===== config.mk =====
export PLATFORM = sky130hd
export DESIGN_NAME = systolic_array_shift_add_pe
export DESIGN_NICKNAME = d
export VERILOG_FILES = /design/src/rtl/systolic_array_shift_add_pe.sv
export SDC_FILE = /design/constraint.sdc
export NUM_CORES = 1
export LEC_CHECK = 0
export BUFFER_PORTS_ARGS = -buffer_cell sky130_fd_sc_hd__buf_4
export CAP_MARGIN = 20
export CORE_MARGIN = 2
export CORE_UTILIZATION = 25
export DETAILED_ROUTE_END_ITERATION = 10
export SYNTH_ARGS = -nofsm -noshare
export SYNTH_HDL_FRONTEND = slang
export SYNTH_SLANG_ARGS = --single-unit

===== constraint.sdc =====
create_clock -name clk -period 9.25 [get_ports clk]
set_input_delay 0.4625 -clock clk [delete_from_list [all_inputs] [get_ports clk]]
set_output_delay 0.4625 -clock clk [all_outputs]
set_load 0.03 [all_outputs]

===== src/rtl/systolic_array_shift_add_pe.sv =====
// Shift-and-add PE: y = y_in +/- sum(x << shamt_i) (PASS) or a dot-product accumulator (ACC).
// Latency 1 on y, p_x_delay on x; stall freezes every register, and config loads only while IDLE.
module systolic_array_shift_add_pe #(
  parameter int data_width    = 32,
  parameter int p_shamt_nbits = 3,
  parameter int p_nterms      = 2,
  parameter int p_x_delay     = 2
) (
  input  logic                              clk,
  input  logic                              reset,
  input  logic                              stall,
  input  logic                              in_val,
  input  logic [data_width-1:0]             x_in,
  input  logic [data_width-1:0]             y_in,
  input  logic                              in_last,
  output logic [data_width-1:0]             x_out,
  output logic                              x_out_val,
  output logic [data_width-1:0]             y_out,
  output logic                              y_out_val,
  input  logic                              cfg_en,
  output logic                              cfg_rdy,
  input  logic [p_nterms*p_shamt_nbits-1:0] cfg_shamt,
  input  logic [p_nterms-1:0]               cfg_term_en,
  input  logic                              cfg_neg,
  input  logic                              cfg_mode,
  output logic                              busy
);

  typedef enum logic {IDLE = 1'b0, ACCUM = 1'b1} state_t;

  state_t                            state_q, state_d;
  logic [data_width-1:0]             acc_q, acc_d;
  logic [data_width-1:0]             y_q, y_d;
  logic                              y_vld_q, y_vld_d;
  logic [data_width-1:0]             x_dat_q [p_x_delay];
  logic [data_width-1:0]             x_dat_d [p_x_delay];
  logic [p_x_delay-1:0]              x_vld_q, x_vld_d;
  logic [p_nterms*p_shamt_nbits-1:0] shamt_q, shamt_d;
  logic [p_nterms-1:0]               term_en_q, term_en_d;
  logic                              neg_q, neg_d;
  logic                              mode_q, mode_d;

  logic [data_width-1:0] term_sum;
  logic [data_width-1:0] signed_term;

  // Term sum always uses the registered config, so a same-cycle load affects only later beats.
  always_comb begin
    term_sum = '0;
    for (int i = 0; i < p_nterms; i++) begin
      if (term_en_q[i]) begin
        term_sum = term_sum + (x_in << shamt_q[i*p_shamt_nbits +: p_shamt_nbits]);
      end
    end
    signed_term = neg_q ? ('0 - term_sum) : term_sum;
  end

  always_comb begin
    state_d   = state_q;
    acc_d     = acc_q;
    y_d       = y_q;
    y_vld_d   = y_vld_q;
    x_dat_d   = x_dat_q;
    x_vld_d   = x_vld_q;
    shamt_d   = shamt_q;
    term_en_d = term_en_q;
    neg_d     = neg_q;
    mode_d    = mode_q;

    if (!stall) begin
      // x data only advances with a valid beat so x_out holds across bubbles.
      x_vld_d[0] = in_val;
      if (in_val) x_dat_d[0] = x_in;
      for (int k = 1; k < p_x_delay; k++) begin
        x_vld_d[k] = x_vld_q[k-1];
        if (x_vld_q[k-1]) x_dat_d[k] = x_dat_q[k-1];
      end

      y_vld_d = 1'b0;

      if (cfg_en && state_q == IDLE) begin
        shamt_d   = cfg_shamt;
        term_en_d = cfg_term_en;
        neg_d     = cfg_neg;
        mode_d    = cfg_mode;
      end

      if (in_val) begin
        if (!mode_q) begin
          y_d     = y_in + signed_term;
          y_vld_d = 1'b1;
        end else begin
          case (state_q)
            IDLE: begin
              if (in_last) begin
                y_d     = signed_term;
                y_vld_d = 1'b1;
              end else begin
                acc_d   = signed_term;
                state_d = ACCUM;
              end
            end
            ACCUM: begin
              if (in_last) begin
                y_d     = acc_q + signed_term;
                y_vld_d = 1'b1;
                acc_d   = '0;
                state_d = IDLE;
              end else begin
                acc_d = acc_q + signed_term;
              end
            end
            default: state_d = IDLE;
          endcase
        end
      end
    end
  end

  always_ff @(posedge clk) begin
    if (reset) begin
      state_q   <= IDLE;
      acc_q     <= '0;
      y_q       <= '0;
      y_vld_q   <= 1'b0;
      x_vld_q   <= '0;
      for (int k = 0; k < p_x_delay; k++) x_dat_q[k] <= '0;
      shamt_q   <= '0;
      term_en_q <= '1;
      neg_q     <= 1'b1;
      mode_q    <= 1'b0;
    end else begin
      state_q   <= state_d;
      acc_q     <= acc_d;
      y_q       <= y_d;
      y_vld_q   <= y_vld_d;
      x_vld_q   <= x_vld_d;
      x_dat_q   <= x_dat_d;
      shamt_q   <= shamt_d;
      term_en_q <= term_en_d;
      neg_q     <= neg_d;
      mode_q    <= mode_d;
    end
  end

  assign x_out     = x_dat_q[p_x_delay-1];
  assign x_out_val = x_vld_q[p_x_delay-1];
  assign y_out     = y_q;
  assign y_out_val = y_vld_q;
  assign busy      = (state_q == ACCUM);
  assign cfg_rdy   = (state_q == IDLE) && !stall;

endmodule


==> flow_summary.ini, run 1 <==
[critical_path]
cpPeakStageDelay_ns = 1.03
ff2ff_setup_slack_ns = 1.18
regToRegEndpoint = y_out[31]$_SDFFE_PP0P_
setup.worst_path.end = y_out[31]$_SDFFE_PP0P_
cp.depth = 26
required_ns = 9.60
critPathBufInv = 0
end_kind = flip-flop
r2r_cells = 26
cp_data_arrival_time_ns = 8.42
path_class = reg -> reg
slowest_stage = dfxtp_2
critPathMaxFanout = 46
worst_setup_path_start_kind = flip-flop
crit_start = shamt_q[1]$_SDFFE_PP0P_
critPathTopFamily = compound AO/OA/AOI/OAI gates
crit-reg2reg-launch = shamt_q[1]$_SDFFE_PP0P_

[synth]
synthXorXnorAreaFrac_pct = 6.10
synthAdderAreaFrac_pct = 9.05
synth_seq_cells = 142
avgSynthCellArea_um2 = 7.46
synth_commonest_cells = nand2_1, a21oi_1, nor2_1, dfxtp_1, ha_1
yosysSeqAreaShare_pct = 19.8
syn_inst = 1925
synthMuxAreaShare_pct = 11.0
synth_flop_cell = dfxtp_1
synth_top_family_by_area = compound AO/OA/AOI/OAI gates
async_reset_ff_share_pct = 0
synth-simple-area-share_pct = 20.8
synth_compound_area_share_pct = 26.8
synthDistinctLibCells = 89
synth.cell_area_um2 = 14400
syn-num-nets = 2107
yosysTopAreaCell = dfxtp_1
synth-edff-count = 0
synth_area_leaders = dfxtp_1, ha_1, a21oi_1, nand2_1, nor2_1
synth.top_cell.area_share_pct = 19.8
yosysMostFrequentCell = nand2_1
yosys_warnings = 0

[pwr]
peakVddDrop_v = 0.000108
total_power_mw = 3.46
p_per_area_nw_per_um2 = 209
p_leak_nw = 6.77

[sta]
slew_viol_final = 0
rsz0062_at_grt = false
relSlewSlack_pct = 29.0
fin_crit_sh_pct = 87.2
fmaxAchievable_mhz = 124
setup_viol = 0
period_minus_slack_ns = 8.07
hold_viol = 0
fin_skew_ns = 0.0136
finalSetupTns_ns = 0
tightest_slew_ns = 1.06

[detailed_routing]
drc = 0
routed_wl_um = 49200
vias_per_cell = 5.21
via_count = 14282
ant_nets = 0
drtPass1Iterations = 5
wire_per_inst_um = 18.0
drt_iter0_markers = 938

[global_route]
grt_overflow = 0
grt_pass1_wl_um = 75500
grt_pass1_vias = 13802
grt_max_degree = 81
antenna_found_initial = 2
gr-usage-all-layers_pct = 15.9

[floorplanning]
die_area_um2 = 59400
die_x_um = 244
initial_utilization_pct = 25.4
ios = 148
die_h_um = 244
rows = 87
coreArea_um2 = 56600

[clock_network]
cts_setup_buffers = 0
ctsHtreeMaxLevel = 4
cts.sinks = 142
ctsHoldBuffers = 0
cts_tree = built
clock_latency_ns = 0.46
clockBufferDepth = 2
cts_root_buf = clkbuf_16
ctsResizeCount = 0
cts_buffers = 17
clk_pin_slew_ns = 0.07

[status]
status = completed

[final_layout]
final_util_pct = 29.3
drive_above_1_share_pct = 15.5
fin_nets = 2151
area_growth_pct = 15.4
instances_no_fill = 2739

[place]
dp.cells = 2705
gp_congestion = 0.909
dp_hpwl_um = 37500
numPortBuffers = 147

[min_path]
worstHoldPathType = in -> reg

[run]
max_cap_violations = 0
[worst register-to-register path, stage by stage (launching register included)]
cell and delay, ns:
dfxtp_2 1.03, mux2i_1 0.31, mux4_2 0.52, nor2_1 0.25
ha_1 0.38, a211oi_2 0.25, o21bai_1 0.15, a211oi_1 0.51
a2111oi_0 0.24, a211oi_2 0.38, nand2_2 0.10, nor4b_4 0.39
nand4b_1 0.25, o21ai_0 0.26, xor2_1 0.44, ha_1 0.37
and3_1 0.19, nand2_1 0.09, a21o_1 0.09, o311ai_0 0.20
o31a_1 0.37, a211o_1 0.28, a21oi_1 0.17, xor2_1 0.21
o22ai_1 0.13, and3_1 0.21, nor4_1 0.21
[cells by family after synthesis]
logic type | count (synthesis)
xor gates and xnor gates | 100
and+or+nand+nor | 666
adders and majority gates | 102
muxes | 117
buffers and inverters | 206
AOI/OAI and AO/OA | 592
DFF | 142
[per-stage QoR]
step           hold slack (ns)  instance area (um2)  worst slack [ns]
2_1_floorplan            0.432                14400              2.24
3_3_place_gp             0.441                15900              1.44
3_5_place_dp             0.444                15900              1.30
4_1_cts                  0.192                16500              1.21
5_1_grt                  0.231                16600             0.518
6_report                 0.209                16600              1.18
[how the worst min path moves through the flow]
stage / slack (ns) / from / to / depth (start not counted)
floorplan: 0.43 / x_dat_q[32]$_SDFFE_PP0P_ / x_out[0]$_SDFFE_PP0P_ / 2
global placement: 0.44 / x_dat_q[51]$_SDFFE_PP0P_ / x_out[19]$_SDFFE_PP0P_ / 2
detailed placement: 0.44 / x_dat_q[62]$_SDFFE_PP0P_ / x_out[30]$_SDFFE_PP0P_ / 2
CTS: 0.19 / cfg_term_en[1] / term_en_q[1]$_SDFFE_PP1P_ / 2
global route: 0.23 / cfg_term_en[0] / term_en_q[0]$_SDFFE_PP1P_ / 2
finish: 0.21 / cfg_term_en[1] / term_en_q[1]$_SDFFE_PP1P_ / 2
[per-layer routing]
metal	global-route usage (%)	wire (um)	vias to the layer above
li1	-	-	7017
met1	18.9	20600	6797
met2	28.5	24900	381
met3	1.82	1820	85
met4	7.30	1870	2
met5	0	12	-
[cells in the final DEF, fill, tap and decap left out, types with 51 or more instances in the layout]
cell,n
a211oi_1,61
mux2i_1,51
dfxtp_1,141
nand2_1,280
nor2_1,187
o21ai_0,71
inv_1,58
ha_1,99
buf_4,167
a21oi_1,235
xnor2_1,65
nor3_1,56
[where the power goes]
part	leakage (nW)	internal (mW)	switching, mW
combinational	5.33	0.805	1.24
clock	0.285	0.429	0.311
sequential	1.16	0.649	0.0309
total	6.77	1.88	1.58
[state kept, by name (all words and copies together), names as in the netlist]
signal / cells
neg_q: 1
acc_q: 32
busy: 1
x_vld_q: 2
x_dat_q: 32
term_en_q: 2
y_out_val: 1
shamt_q: 6
x_out: 32
y_out: 32
mode_q: 1
[layout make-up]
| class | instances | area, um2 |
|---|---|---|
| inverter | 61 | 229 |
| fill | 6143 | 40000 |
| tap | 756 | 946 |
| multi-input combinational | 1577 | 10600 |
| timing repair buffer | 170 | 1340 |
| antenna | 1 | 2.50 |
| clock buffer | 18 | 429 |
| sequential | 142 | 2840 |
| clock inverter | 14 | 181 |
Note: power is estimated with default switching activity, not from simulation.
==> inputs of run 2 (changes only) <==
==> constraint.sdc (replaced) <==
create_clock -name clk -period 7.75 [get_ports clk]
set_input_delay 0.3875 -clock clk [delete_from_list [all_inputs] [get_ports clk]]
set_output_delay 0.3875 -clock clk [all_outputs]
set_load 0.03 [all_outputs]
==> run 2 against run 1 <==
Net effect: wire length decreased by 0.45%; cell count increased by 0.47%; maximum frequency is 11% higher; sequential power is 19% higher; sequential share of layout area barely moved; global-route usage up 0.051 points; total power increased by 18%; non-clock buffer count increased by 14; critical path depth stayed put; cell area up 0.26%; clock power is 13% higher; critical path type unchanged.
==> flow_summary.ini, run 2 (synthesis results as in run 1) <==
[place]
dp.cells = 2718
gp_congestion = 0.888
numPortBuffers = 147
dp_hpwl_um = 37500

[pwr]
p_per_area_nw_per_um2 = 246
swShare_pct = 45.7
peakVddDrop_v = 0.000164
pwr-share-clk_pct = 20.4
pwr-share-comb_pct = 59.7
p_leak_nw = 6.81
p_int_mw = 2.22
pwr-share-seq_pct = 19.8
p_sw_mw = 1.87

[final_layout]
instances_no_fill = 2752
area_growth_pct = 15.7
final_util_pct = 29.4
final_cell_mix = nand2_1, a21oi_1, nor2_1, buf_4, dfxtp_1
drive_above_1_share_pct = 16.5
fin_nets = 2165
final_common_cell = nand2_1
fill_cells = 6165
seq_area_um2 = 2850
multi_input_area_um2 = 10600

[global_route]
grt_pass1_wl_um = 75500
grt_pass1_vias = 13722
grt_util_met2_pct = 27.8
met3_usage_pct = 2.19
grt_max_degree = 82
antenna_found_initial = 2
globalRoute.busiestLayer = met2
grt_overflow = 0
gr-usage-all-layers_pct = 16.0
use_met1_pct = 19.3

[sta]
period_minus_slack_ns = 7.28
finalSetupTns_ns = 0
fmaxAchievable_mhz = 137
relSlewSlack_pct = 30.1
setup_viol = 0
fin_crit_sh_pct = 94.0
tightest_slew_ns = 1.04
fin_skew_ns = 0.0135
rsz0062_at_grt = false
slew_viol_final = 0
hold_viol = 0

[critical_path]
path_class = reg -> reg
cp_data_arrival_time_ns = 7.63
worst_setup_path_start_kind = flip-flop
critPathMaxFanout = 22
required_ns = 8.10
r2r_cells = 26
end_kind = flip-flop
slowest_stage = dfxtp_2
crit_path_frequent_cell = o21ai_0
cpPeakStageDelay_ns = 0.52

[floorplanning]
die_area_um2 = 59400
coreArea_um2 = 56600
die_h_um = 244
initial_utilization_pct = 25.4
die_x_um = 244
rows = 87
ios = 148

[clock_network]
cts_root_buf = clkbuf_16
clock_latency_ns = 0.45
cts_buffers = 17
cts_tree = built
clockBufferDepth = 2
clk_pin_slew_ns = 0.07
ctsHoldBuffers = 0
cts.sinks = 142
ctsHtreeMaxLevel = 4

[min_path]
worstHoldPathType = in -> reg
min_path_cells = 2

[detailed_routing]
routed_wl_um = 49000
ant_nets = 0
via_count = 14261
vias_per_cell = 5.18
drc = 0
wire_per_inst_um = 17.8
drtPass1Iterations = 5
drt_iter0_markers = 969

[run]
max_cap_violations = 0

[status]
status = completed
run 2: cell types whose count changed in the layout (fill, tap and decap cells not counted), sizes merged:
cell / change
buf: +14
bufinv: -1
clkbuf: -1
clkinv: +5
inv: -4
run 2: metrics by stage:
stage	total power, mW	setup slack, ns	hold WS, ns	area (um2)
2_1_floorplan	2.64	0.738	0.432	14400
3_3_place_gp	3.20	0.217	0.437	16000
3_5_place_dp	3.23	0.0419	0.445	16000
4_1_cts	4.08	0.0818	0.127	16600
5_1_grt	4.39	0.00633	0.134	16600
6_report	4.09	0.468	0.145	16600
run 2: timing repair:
item / CTS / global route
resized for setup: 1 / 12
endpoints found under the setup margin: 1 / 6
setup buffers: 0 / 2
pin swaps: 0 / 1
run 2: layout make-up:
class | count | area share [%]
Sequential cell | 142 | 17.2
Clock inverter | 14 | 0.874
Clock buffer | 17 | 2.56
Antenna cell | 1 | 0.0151
Inverter | 61 | 1.38
Multi-Input combinational cell | 1577 | 64.0
Tap cell | 756 | 5.69
Timing Repair Buffer | 184 | 8.34
run 2: routing by layer:
metal  up-vias  routed length [um]
li1       7029                   -
met1      6813               20700
met2       333               24600
met3        84                1800
met4         2                1910
met5         -                  13
run 2: final timing paths:
| kind | from | endpoint | slack, ns |
|---|---|---|---|
| worst min register to register | x_dat_q[46]$_SDFFE_PP0P_ | x_out[14]$_SDFFE_PP0P_ | 0.45 |
| worst min-delay path | cfg_term_en[1] | term_en_q[1]$_SDFFE_PP1P_ | 0.14 |
| worst max register to register | shamt_q[4]$_SDFFE_PP0P_ | y_out[31]$_SDFFE_PP0P_ | 0.47 |
| worst max-delay path | shamt_q[4]$_SDFFE_PP0P_ | y_out[31]$_SDFFE_PP0P_ | 0.47 |
run 2: power groups by stage:
stage / sequential [mW] / combinational [mW] / clock, mW
after floorplan: 0.870 / 1.77 / 0
after global placement: 0.826 / 2.38 / 0
after detailed placement: 0.828 / 2.40 / 0
after CTS: 0.811 / 2.42 / 0.852
after global routing: 0.816 / 2.69 / 0.880
final: 0.810 / 2.44 / 0.836
run 2: critical path: cells and delay by family (launching register included):
kind | cells | cell delay (ns)
multiplexers | 2 | 0.87
XOR/XNOR | 3 | 0.90
flip-flops | 1 | 0.52
AND/OR/NAND/NOR | 6 | 1.10
AO/OA/AOI/OAI | 12 | 2.72
buffers and inverters | 1 | 0.28
adder cells (fa/ha/maj) | 2 | 0.77
